==> src/rtl/nes_event_pkg.sv <==
// Shared types and constants for the NES-EVENT timer/mapper slice.
package nes_event_pkg;

  typedef enum logic [1:0] {
    LOCKED = 2'd0,
    ARMED  = 2'd1,
    OPEN   = 2'd2
  } unlock_state_t;

  localparam logic [29:0] DEF_TGT_BASE = 30'h2000000;
  localparam logic [29:0] DEF_TGT_STEP = 30'h0200000;

  localparam int I_BIT = 3;
  localparam int O_BIT = 2;

endpackage

==> src/rtl/nes_event_irq_timer.sv <==
// IRQ timer: DIP-selected target, saturating up-counter, latched IRQ with acknowledge.
// Build option NESEVT_REMAIN_EN adds the registered remaining-count output.
module nes_event_irq_timer
  import nes_event_pkg::*;
#(
  parameter int unsigned      CNT_W    = 30,
  parameter int unsigned      DIP_W    = 4,
  parameter logic [CNT_W-1:0] TGT_BASE = CNT_W'(DEF_TGT_BASE),
  parameter logic [CNT_W-1:0] TGT_STEP = CNT_W'(DEF_TGT_STEP)
) (
  input  logic             clk,
  input  logic             reset,
  input  logic             ce,
  input  logic             ack,
  input  logic [DIP_W-1:0] dip,
  output logic             irq,
  output logic             running,
  output logic [CNT_W-1:0] remain
);

  logic [CNT_W-1:0] tgt;
  logic [CNT_W-1:0] cnt_q, cnt_d;
  logic             irq_q, irq_d;
  logic             running_q, running_d;

  // Target is recomputed combinationally so a DIP change applies on the very next ce.
  assign tgt = TGT_BASE + CNT_W'(dip) * TGT_STEP;

  // NOTE: every always_comb output gets a hold value first, so no path can infer a latch.
  always_comb begin
    cnt_d     = cnt_q;
    irq_d     = irq_q;
    running_d = running_q;
    if (ce) begin
      if (ack) begin
        cnt_d = '0;
        irq_d = 1'b0;
      end else if (cnt_q == tgt) begin
        irq_d = 1'b1;
      end else begin
        cnt_d = cnt_q + CNT_W'(1);
      end
      running_d = !ack && !irq_q;
    end
  end

  // NOTE: state registers use non-blocking assignments so all flops update from pre-edge values.
  always_ff @(posedge clk) begin
    if (reset) begin
      cnt_q     <= '0;
      irq_q     <= 1'b0;
      running_q <= 1'b0;
    end else begin
      cnt_q     <= cnt_d;
      irq_q     <= irq_d;
      running_q <= running_d;
    end
  end

  assign irq     = irq_q;
  assign running = running_q;

`ifdef NESEVT_REMAIN_EN
  logic [CNT_W-1:0] remain_q, remain_d;

  // Forced to zero whenever the IRQ will be high after this edge.
  always_comb begin
    remain_d = remain_q;
    if (ce) remain_d = irq_d ? '0 : tgt - cnt_q;
  end

  always_ff @(posedge clk) begin
    if (reset) remain_q <= '0;
    else       remain_q <= remain_d;
  end

  assign remain = remain_q;
`else
  assign remain = '0;
`endif

endmodule

==> src/rtl/nes_event_timer_mapper.sv <==
// NES-EVENT mapper wrapper: unlock FSM, PRG/CHR address remap and the IRQ timer.
// Build option NESEVT_REMAIN_EN enables the remain output of the timer.
module nes_event_timer_mapper
  import nes_event_pkg::*;
#(
  parameter int unsigned      CNT_W        = 30,
  parameter int unsigned      DIP_W        = 4,
  parameter logic [CNT_W-1:0] TGT_BASE     = CNT_W'(DEF_TGT_BASE),
  parameter logic [CNT_W-1:0] TGT_STEP     = CNT_W'(DEF_TGT_STEP),
  parameter logic [21:0]      CHIP_B_OFS   = 22'h020000,
  parameter logic [21:0]      CHR_RAM_BASE = 22'h200000,
  parameter int unsigned      CHR_RAM_AW   = 13
) (
  input  logic             clk,
  input  logic             reset,
  input  logic             ce,
  input  logic [15:0]      prg_ain,
  output logic [21:0]      prg_aout,
  input  logic [13:0]      chr_ain,
  output logic [21:0]      chr_aout,
  input  logic [3:0]       ctrl,
  input  logic [21:0]      mmc_aout,
  input  logic [DIP_W-1:0] dip,
  output logic             irq,
  output logic             unlocked,
  output logic             running,
  output logic [CNT_W-1:0] remain
);

  unlock_state_t state_q, state_d;
  logic          unlocked_q, unlocked_d;
  logic          unused_chr_hi;

  // A 0 on I must be seen before a 1 opens the PRG swap; holding I high from reset never unlocks.
  always_comb begin
    state_d = state_q;
    if (ce) begin
      case (state_q)
        LOCKED:  if (!ctrl[I_BIT]) state_d = ARMED;
        ARMED:   if (ctrl[I_BIT])  state_d = OPEN;
        OPEN:    state_d = OPEN;
        default: state_d = LOCKED;
      endcase
    end
    unlocked_d = (state_d == OPEN);
  end

  always_ff @(posedge clk) begin
    if (reset) begin
      state_q    <= LOCKED;
      unlocked_q <= 1'b0;
    end else begin
      state_q    <= state_d;
      unlocked_q <= unlocked_d;
    end
  end

  assign unlocked = unlocked_q;

  always_comb begin
    prg_aout = mmc_aout;
    if (prg_ain[15]) begin
      if (!unlocked_q)        prg_aout = {7'b0, prg_ain[14:0]};
      else if (!ctrl[O_BIT])  prg_aout = {5'b0, ctrl[1:0], prg_ain[14:0]};
      else                    prg_aout = mmc_aout | CHIP_B_OFS;
    end
  end

  assign chr_aout      = CHR_RAM_BASE | 22'(chr_ain[CHR_RAM_AW-1:0]);
  assign unused_chr_hi = ^chr_ain;

  nes_event_irq_timer #(
    .CNT_W    (CNT_W),
    .DIP_W    (DIP_W),
    .TGT_BASE (TGT_BASE),
    .TGT_STEP (TGT_STEP)
  ) u_irq_timer (
    .clk     (clk),
    .reset   (reset),
    .ce      (ce),
    .ack     (ctrl[I_BIT]),
    .dip     (dip),
    .irq     (irq),
    .running (running),
    .remain  (remain)
  );

endmodule

==> config.mk <==
export PLATFORM = sky130hd
export DESIGN_NAME = nes_event_timer_mapper
export DESIGN_NICKNAME = d
export VERILOG_FILES = /design/src/rtl/nes_event_pkg.sv /design/src/rtl/nes_event_irq_timer.sv /design/src/rtl/nes_event_timer_mapper.sv
export SDC_FILE = /design/constraint.sdc
export NUM_CORES = 1
export LEC_CHECK = 0
export CORE_MARGIN = 2
export CORE_UTILIZATION = 40
export DETAILED_ROUTE_END_ITERATION = 8
export GPL_ROUTABILITY_DRIVEN = 1
export PLACE_DENSITY = 0.82
export SETUP_SLACK_MARGIN = 0.1
export SLEW_MARGIN = 20
export SYNTH_ARGS = -nofsm -noshare
export SYNTH_HDL_FRONTEND = slang
export SYNTH_SLANG_ARGS = --single-unit
==> constraint.sdc <==
create_clock -name clk -period 2.6 [get_ports clk]
set_input_delay 0.26 -clock clk [delete_from_list [all_inputs] [get_ports clk]]
set_output_delay 0.26 -clock clk [all_outputs]
set_load 0.005 [all_outputs]
* After elaboration in Yosys (flattened, before gate mapping)
Cells that the tools add are included.
Storage, ports and cells: register bits after elaboration 35
Operators by class: muxes and demuxes 11, reductions and logical operators 7, $add $sub $neg 2, eq/ne operators 5
Operators with widths (number):
- two-way mux 22 bit | 3
- two-way mux 30 bit | 2
- adder 30 x 1 -> 30 bit, second input constant | 1
- equality test 30 bit | 1
- adder 26 x 25 -> 27 bit, first input constant | 1
- two-way mux 2 bit | 3
- one-hot mux 2 bit (3 select lines) | 1
- equality test 2 bit, second input constant | 2
- AND reduction 2 bit | 2
- equality test 2 x 1 -> 1 bit, second input constant | 1
- zero test 1 bit | 2
- zero test 2 bit | 1
- two-way mux 1 bit | 2
- inequality test 2 bit, second input constant | 1
- nonzero test 2 bit | 1
- logical AND 1 bit | 1

* Longest topological paths before layout
Gate-level depths: netlist of the first run.
word-level depth 4, mapped depth 8

* Modules after synthesis
Synthesis of the first run repeated with hierarchy kept, for this count alone.
Unflattened totals: cells, all modules 309, area, all modules 2557.5 um^2
Modules (own cells, without submodules):
- nes_event_irq_timer | area an instance 1938.1 um^2, instances 1, cells an instance 240
- nes_event_timer_mapper | area an instance 619.3 um^2, instances 1, cells an instance 69

* Worst setup path before layout of the first run
No wires, ideal clock.
path kind reg2reg, from reg u_irq_timer.cnt_q[0], to reg u_irq_timer.cnt_q[12], clock period less this slack 1840 ps, setup slack 760 ps, cell stages (with the launch flop) 9, buffers on the path 1, data required time 2485 ps, arrival time 1726 ps, cells stage by stage dfxtp_1 inv_1 ha_1 nor4b_1 nand4_1 o41ai_2 buf_2 nor2_1 o21a_1
On the way: longest elaborated chain between the ends 3, elaborated cells on any way between the ends 6
Ends and longest elaborated chain:
- start: declaration | RTL line nes_event_irq_timer.sv:22 | logic [CNT_W-1:0] cnt_q, cnt_d;
- start signal: assignment | RTL line nes_event_irq_timer.sv:54 | cnt_q <= cnt_d;
- adder 30 x 1 -> 30 bit / equality test 30 bit (equally long branches) | RTL line nes_event_irq_timer.sv:41, nes_event_irq_timer.sv:38
- two-way mux 30 bit / inequality test 2 bit (equally long branches)
- two-way mux 30 bit / AND reduction 2 bit (equally long branches)
Several ways; a longest one is shown, not always the timed one. The select of a mux whose other input is x is not followed. A chain may end at the register's enable or synchronous reset.

* Final worst setup path of the first run
from in prg_ain[15], to out prg_aout[14]
On the way: longest elaborated chain between the ends 1
Ends and longest elaborated chain:
- start: declaration | RTL line nes_event_timer_mapper.sv:17 | input logic [15:0] prg_ain,
- two-way mux 22 bit | RTL line nes_event_timer_mapper.sv:62 | if (prg_ain[15]) begin
- end: declaration | RTL line nes_event_timer_mapper.sv:18 | output logic [21:0] prg_aout,
Every way passes these cells.

==> results of run 1 <==
## flip-flops by register name, indices dropped and copies added, names as in the netlist
signal and cells:
unlocked 1, u_irq_timer.cnt_q 30, u_irq_timer.running 1, state_q 2, u_irq_timer.irq 1
## layout make-up
| type | instances | area [µm²] |
|---|---|---|
| fill | 582 | 3060 |
| tap | 77 | 96.3 |
| timing repair buffer | 84 | 817 |
| sequential | 35 | 701 |
| clock buffer | 6 | 82.6 |
| multi-input combinational | 257 | 1560 |
| inverter | 9 | 33.8 |
| clock inverter | 1 | 5.00 |
## metrics by stage
step,hold WS (ns),total power [mW]
after floorplan,0.448,0.712
after global placement,0.457,0.805
after detailed placement,0.458,0.808
after CTS,0.469,1.20
after global routing,0.520,1.25
final,0.469,1.19
## tightest hold or removal path, delay by kind of cell (launching register included)
family	cells	cell delay, ns
buf+inv	1	0.05
compound gates	1	0.05
flops	1	0.32
## cell families (layout without fill, tap and decap cells)
family          count (synthesis)  in the layout  share of synthesized area, %
simple gates                  126            126                          28.7
buf+inv                        76            100                          19.6
compound gates                 69             69                          15.4
flops                          35             35                          26.6
mux                            16             16                          6.78
xor+xnor                        5              5                          1.66
fa+ha+maj                       2              2                         0.949
other cells                     2             39                         0.285
## synth_stat cells (2+ instances only)
| cell | instances |
|---|---|
| buf_4 | 53 |
| dfxtp_1 | 35 |
| a21oi_1 | 30 |
| nand2_1 | 22 |
| o21ai_0 | 21 |
| nor2_1 | 20 |
| mux2_2 | 15 |
| nand3_1 | 12 |
| nand4_1 | 12 |
| nor3_1 | 10 |
| inv_1 | 9 |
| nor4_1 | 7 |
| or3_1 | 7 |
| clkbuf_1 | 6 |
| nor2b_1 | 6 |
| a31oi_1 | 5 |
| and3_1 | 4 |
| buf_6 | 4 |
| xnor2_1 | 4 |
| and4_1 | 3 |
| nand2b_1 | 3 |
| nor4_4 | 3 |
| nor4b_1 | 3 |
| a311o_1 | 2 |
| a41oi_1 | 2 |
| and2_1 | 2 |
| buf_2 | 2 |
| conb_1 | 2 |
| ha_1 | 2 |
| nand4b_1 | 2 |
| o21a_1 | 2 |
| o31ai_1 | 2 |
| or4b_2 | 2 |
## layer usage
layer	vias to the layer above	GRT usage, %	wire (µm)
met4	0	5.34	94
li1	1225	-	-
met5	-	0	0
met3	12	4.86	539
met1	1152	21.2	2670
met2	92	35.0	3870
## timing repair
action	CTS	global route
resized for setup	0	1
setup endpoints to repair	0	6
buffers inserted	0	0
hold buffers	0	0
## how the worst min path moves through the flow
stage,from,to,slack [ns]
4_1_cts,u_irq_timer.irq$_SDFFE_PP0P_,u_irq_timer.irq$_SDFFE_PP0P_,0.47
3_5_place_dp,u_irq_timer.irq$_SDFFE_PP0P_,u_irq_timer.irq$_SDFFE_PP0P_,0.46
6_report,u_irq_timer.irq$_SDFFE_PP0P_,u_irq_timer.irq$_SDFFE_PP0P_,0.47
3_3_place_gp,u_irq_timer.irq$_SDFFE_PP0P_,u_irq_timer.irq$_SDFFE_PP0P_,0.46
5_1_grt,chr_ain[5],chr_aout[5],0.52
2_1_floorplan,reset,u_irq_timer.cnt_q[9]$_SDFFE_PP0P_,0.45
## report_power, final
group	internal, mW	switching, mW
clock	0.208	0.185
sequential	0.540	0.00368
combinational	0.150	0.105
total	0.898	0.293
==> qor.txt, run 1 <==
Status = finished clean
First-pass GRT wire length = 11,000 µm
Cell Chain, Critical Path = clkdlybuf4s50_1, a21boi_1, buf_6, mux2_2, clkdlybuf4s50_1
Width of the die = 85.2 µm
Share of the synthesized area in the top cell type = 26.6%
GRT overflow = 0
Vias = 2,481
Post-synth EDFFs = 0
Vias in the first global route = 2,285
Synth-to-Final Area Change = 24.9%
Syn_area_per_cell = 7.97 µm²
Leakage = 1.23 nW
Fin. max-slew vios = 0
Reg2Reg Setup Slack = 0.47 ns
Worst Skew = 0.00735 ns
DR pass1 iterations = 4
Pre-CTS WS = 0.153 ns
Critical Path Most Common Cell = clkdlybuf4s50_1
CP Data Required Time = 2.34 ns
Antenna Nets Post-Route = 0
Fraction of layout cells with a size suffix above 1 = 11.0%
CTS root buf = clkbuf_8
CP top delay family = buffers and inverters
FF-to-FF path depth = 5
Total Routing Usage GR = 18.9%
Period utilisation layout = 93.0%
Vert. Die Dim = 85.2 µm
TritonCTS clock tree = yes
FMAX = 413 MHz
RSZ-0062 raised after global routing = false
Crit path depth = 5
Worst Setup EP = prg_aout[14]
R2r endpoint = u_irq_timer.cnt_q[27]$_SDFFE_PP0P_
Post-DP HPWL = 5450 µm
Setup crit start = prg_ain[15]
Sequential area share after synthesis = 26.6%
Vias per inst = 5.29
CTS clk-pin slew, worst paths = 0.06 ns
Layout Nets = 457
Most common cell after layout, fill and taps aside = clkdlybuf4s50_1
Slowest cell on crit path = clkdlybuf4s50_1
Ant diodes = 0
Post-route setup slack = 0.181 ns
Post-synth ARST share = 0%
Rel. slew slack = 64.0%
Avg WL per Cell = 15.3 µm
Post-layout util = 51.9%
P per Cell Area = 362 mW/mm²
Min-delay worst type = reg2reg
Most frequent cells in the layout = clkdlybuf4s50_1, conb_1, dfxtp_1
GPL Wtd Cong = 0.861
CP max FO = 19
Placed Area = 0.00320 mm²
Number of synthesized register bits = 35
Hold path depth = 2
Setup_tns = 0 ns
Initial antenna violation count = 0
DIE AREA = 0.00726 mm²
Post-layout minimum cycle time = 2.42 ns
Hold Fails Final Rpt = 0
Ports = 140
Port-buffer cells = 73
Final wirelength = 7180 µm
Initial Utilization = 41.5%
WP data arrival = 2.16 ns
Largest net degree at the start of global routing = 26
Syn Inst Count = 331
Critical Path End Type = output port
Fin cells = 469
Leading area contributor after synthesis = dfxtp_1
Std-Cell Rows = 29
Netlist cell types = 50
Critical Path Max Stage Delay = 0.59 ns
H-tree lvl count = 2
WS Path Type = in2out
Placed insts = 462
Num CTS Buffers = 5
Peak VDD IR = 0.000190 V
Design Area, Final = 0.00329 mm²
Num Clock Sinks = 35
CP Buf/Inv Count = 3
Ys flop type = dfxtp_1
Clk_lat worst skew = 0.29 ns
DR iter-0 viols = 165
Final setup vio count = 0
Startpoint Class = input pin
Number of max-cap violations = 0
Worst-Margin Slew = 0.537 ns
Area contributors post-synth = dfxtp_1, buf_4, mux2_2, a21oi_1, o21ai_0
Drt drc = 0
Core ar. = 0.00635 mm²
Max Root-Sink Buffers = 2
Worst R2R Start = u_irq_timer.cnt_q[2]$_SDFFE_PP0P_
Yosys warning total = 0
Syn Std Cell Area = 0.00264 mm²
Note: power is estimated with default switching activity, not from simulation.
==> run 2: changes to the inputs <==
--- a/config.mk
+++ b/config.mk
@@ -8,7 +8,7 @@
 export CORE_MARGIN = 2
 export CORE_UTILIZATION = 40
 export DETAILED_ROUTE_END_ITERATION = 8
-export GPL_ROUTABILITY_DRIVEN = 1
+export GPL_ROUTABILITY_DRIVEN = 0
 export PLACE_DENSITY = 0.82
 export SETUP_SLACK_MARGIN = 0.1
 export SLEW_MARGIN = 20
==> results of run 2 <==
No change in the layout: final DEF, timing and power equal those of run 1.
==> run 3: changes to the inputs <==
--- a/config.mk
+++ b/config.mk
@@ -5,8 +5,10 @@
 export SDC_FILE = /design/constraint.sdc
 export NUM_CORES = 1
 export LEC_CHECK = 0
+export CORE_ASPECT_RATIO = 1.1
 export CORE_MARGIN = 2
 export CORE_UTILIZATION = 40
+export CTS_BUF_LIST = sky130_fd_sc_hd__clkbuf_16
 export DETAILED_ROUTE_END_ITERATION = 8
 export GPL_ROUTABILITY_DRIVEN = 0
 export PLACE_DENSITY = 0.82
==> run 3 against run 2 <==
Against the previous run:
- power is 14% higher
- worst hold slack improved by 0.0092 ns
- die area about the same
- setup slack improved by 0.033 ns
- critical path depth unchanged
- clock skew shrank 0.0036 ns
- largest cell class unchanged
==> qor.txt, run 3 (synthesis results as in run 1) <==
Clk_lat worst skew = 0.28 ns (was 0.29 ns)
Worst Skew = 0.00372 ns (was 0.00735 ns)
Hold_buf cts = 0 (unchanged)
DIE AREA = 0.00726 mm² (about the same)
Largest net degree at the start of global routing = 24 (was 26)
Largest register FFs = 30 (unchanged)
Drt drc = 0 (unchanged)
Most frequent cells in the layout = clkdlybuf4s50_1, conb_1, dfxtp_1 (unchanged)
Vert. Die Dim = 89.2 µm (was 85.2 µm)
Synth-to-Final Area Change = 27.4% (was 24.9%)
NetSw = 0.316 mW (was 0.293 mW)
Critical Path End Type = output port (unchanged)
Post-DP HPWL = 5160 µm (was 5450 µm)
Leakage = 1.26 nW (was 1.23 nW)
Core ar. = 0.00648 mm² (was 0.00635 mm²)
Fin. max-slew vios = 0 (unchanged)
Min-delay worst type = reg2reg (unchanged)
CTS root buf = clkbuf_16 (was clkbuf_8)
Vias in the first global route = 2,279 (was 2,285)
FMAX = 419 MHz (was 413 MHz)
DR pass1 iterations = 4 (unchanged)
Vias = 2,518 (was 2,481)
Seq pwr share = 40.3% (was 45.6%)
Largest regs = u_irq_timer.cnt_q x30, state_q x2 (unchanged)
Clock power frac = 41.0% (was 32.9%)
Startpoint Class = input pin (unchanged)
TritonCTS clock tree = yes (unchanged)
Internal power = 1.04 mW (was 0.898 mW)
Status = finished clean (unchanged)
Most common cell after layout, fill and taps aside = clkdlybuf4s50_1 (unchanged)
CTS resizes = 0 (unchanged)
Fraction of layout cells with a size suffix above 1 = 10.4% (was 11.0%)
CP Data Required Time = 2.34 ns (about the same)
Num CTS Buffers = 5 (unchanged)
Postcts setup bufs = 0 (unchanged)
Port-buffer cells = 73 (unchanged)
Design Area, Final = 0.00336 mm² (was 0.00329 mm²)
H-tree lvl count = 2 (unchanged)
CP max FO = 19 (unchanged)
Final setup vio count = 0 (unchanged)
Comb power frac = 18.7% (was 21.4%)
RSZ-0062 raised after global routing = false (unchanged)
First-pass GRT wire length = 10,400 µm (was 11,000 µm)
Post-route setup slack = 0.214 ns (was 0.181 ns)
CTS clk-pin slew, worst paths = 0.05 ns (was 0.06 ns)
Setup_tns = 0 ns (unchanged)
Number of max-cap violations = 0 (unchanged)
GRT overflow = 0 (unchanged)
DR iter-0 viols = 115 (was 165)
Hold Fails Final Rpt = 0 (unchanged)
Pre-CTS WS = 0.213 ns (was 0.153 ns)
Std-Cell Rows = 31 (was 29)
Total power = 1.35 mW (was 1.19 mW)
Post-layout minimum cycle time = 2.39 ns (was 2.42 ns)
WP data arrival = 2.13 ns (was 2.16 ns)
Peak VDD IR = 0.000252 V (was 0.000190 V)
Reg with most FFs = u_irq_timer.cnt_q (unchanged)
Vias per inst = 5.29 (about the same)
Ports = 140 (unchanged)
WS Path Type = in2out (unchanged)
Layout Nets = 457 (unchanged)
Placed Area = 0.00322 mm² (was 0.00320 mm²)
Initial Utilization = 40.7% (was 41.5%)
Rel. slew slack = 66.4% (was 64.0%)
Num Clock Sinks = 35 (unchanged)
Width of the die = 81.4 µm (was 85.2 µm)
Initial antenna violation count = 1 (was 0)
Switching part of the total = 23.4% (was 24.6%)
Antenna Nets Post-Route = 0 (unchanged)
Avg WL per Cell = 14.3 µm (was 15.3 µm)
Final wirelength = 6830 µm (was 7180 µm)
P per Cell Area = 402 mW/mm² (was 362 mW/mm²)
Filler cells = 610 (was 582)
Worst-Margin Slew = 0.501 ns (was 0.537 ns)
Max Root-Sink Buffers = 2 (unchanged)
Period utilisation layout = 91.8% (was 93.0%)
Total Routing Usage GR = 18.4% (was 18.9%)
==> run 3: changes by cell type in the layout (fill, tap and decap cells not counted), sizes merged <==
cell,previous run,this run
diode,0,1
inv,9,10
clkinv,1,2
clkbuf,6,5
==> run 3: layer usage <==
metal | vias to the layer above | wire [µm] | track usage (%)
met3 | 15 | 612 | 5.15
met1 | 1176 | 2580 | 20.2
li1 | 1227 | - | -
met2 | 100 | 3510 | 33.1
met4 | 0 | 122 | 7.86
met5 | - | 0 | 0
==> run 3: worst max-delay path, cell delays in order <==
cell             delay, ns
clkdlybuf4s50_1       0.57
a21boi_1              0.28
buf_12                0.19
mux2_2                0.34
clkdlybuf4s50_1       0.47
==> run 3: path summary, 6_finish.rpt <==
kind,from,to,slack (ns),cells past startpoint
max,prg_ain[15],prg_aout[1],0.21,5
min reg2reg,u_irq_timer.irq$_SDFFE_PP0P_,u_irq_timer.irq$_SDFFE_PP0P_,0.48,2
max reg2reg,u_irq_timer.cnt_q[0]$_SDFFE_PP0P_,u_irq_timer.cnt_q[28]$_SDFFE_PP0P_,0.46,6
min,u_irq_timer.irq$_SDFFE_PP0P_,u_irq_timer.irq$_SDFFE_PP0P_,0.48,2
==> run 3: power groups by stage <==
| stage | Combinational [mW] | Clock (mW) | Sequential (mW) |
|---|---|---|---|
| global placement | 0.247 | 0 | 0.555 |
| finish | 0.253 | 0.554 | 0.544 |
| floorplan | 0.157 | 0 | 0.555 |
| global route | 0.277 | 0.593 | 0.545 |
| detailed placement | 0.252 | 0 | 0.556 |
| CTS | 0.254 | 0.561 | 0.544 |
==> run 3: stage by stage <==
| stage | std cells | utilization [%] | hold slack [ns] |
|---|---|---|---|
| 5_1_grt | 476 | 51.9 | 0.515 |
| 2_1_floorplan | 368 | - | 0.448 |
| 6_report | 476 | 51.9 | 0.479 |
| 4_1_cts | 475 | 51.8 | 0.477 |
| 3_3_place_gp | 467 | 49.7 | 0.463 |
| 3_5_place_dp | 467 | 49.7 | 0.466 |
==> run 3: final cells by class <==
class / count / area (µm²) / share of cell area [%]
Sequential cell: 35 / 701 / 20.9
Clock buffer: 5 / 125 / 3.72
Inverter: 9 / 33.8 / 1.01
Timing Repair Buffer: 84 / 826 / 24.6
Tap cell: 82 / 103 / 3.05
Multi-Input combinational cell: 257 / 1560 / 46.4
Antenna cell: 1 / 2.50 / 0.0745
Clock inverter: 3 / 11.3 / 0.335
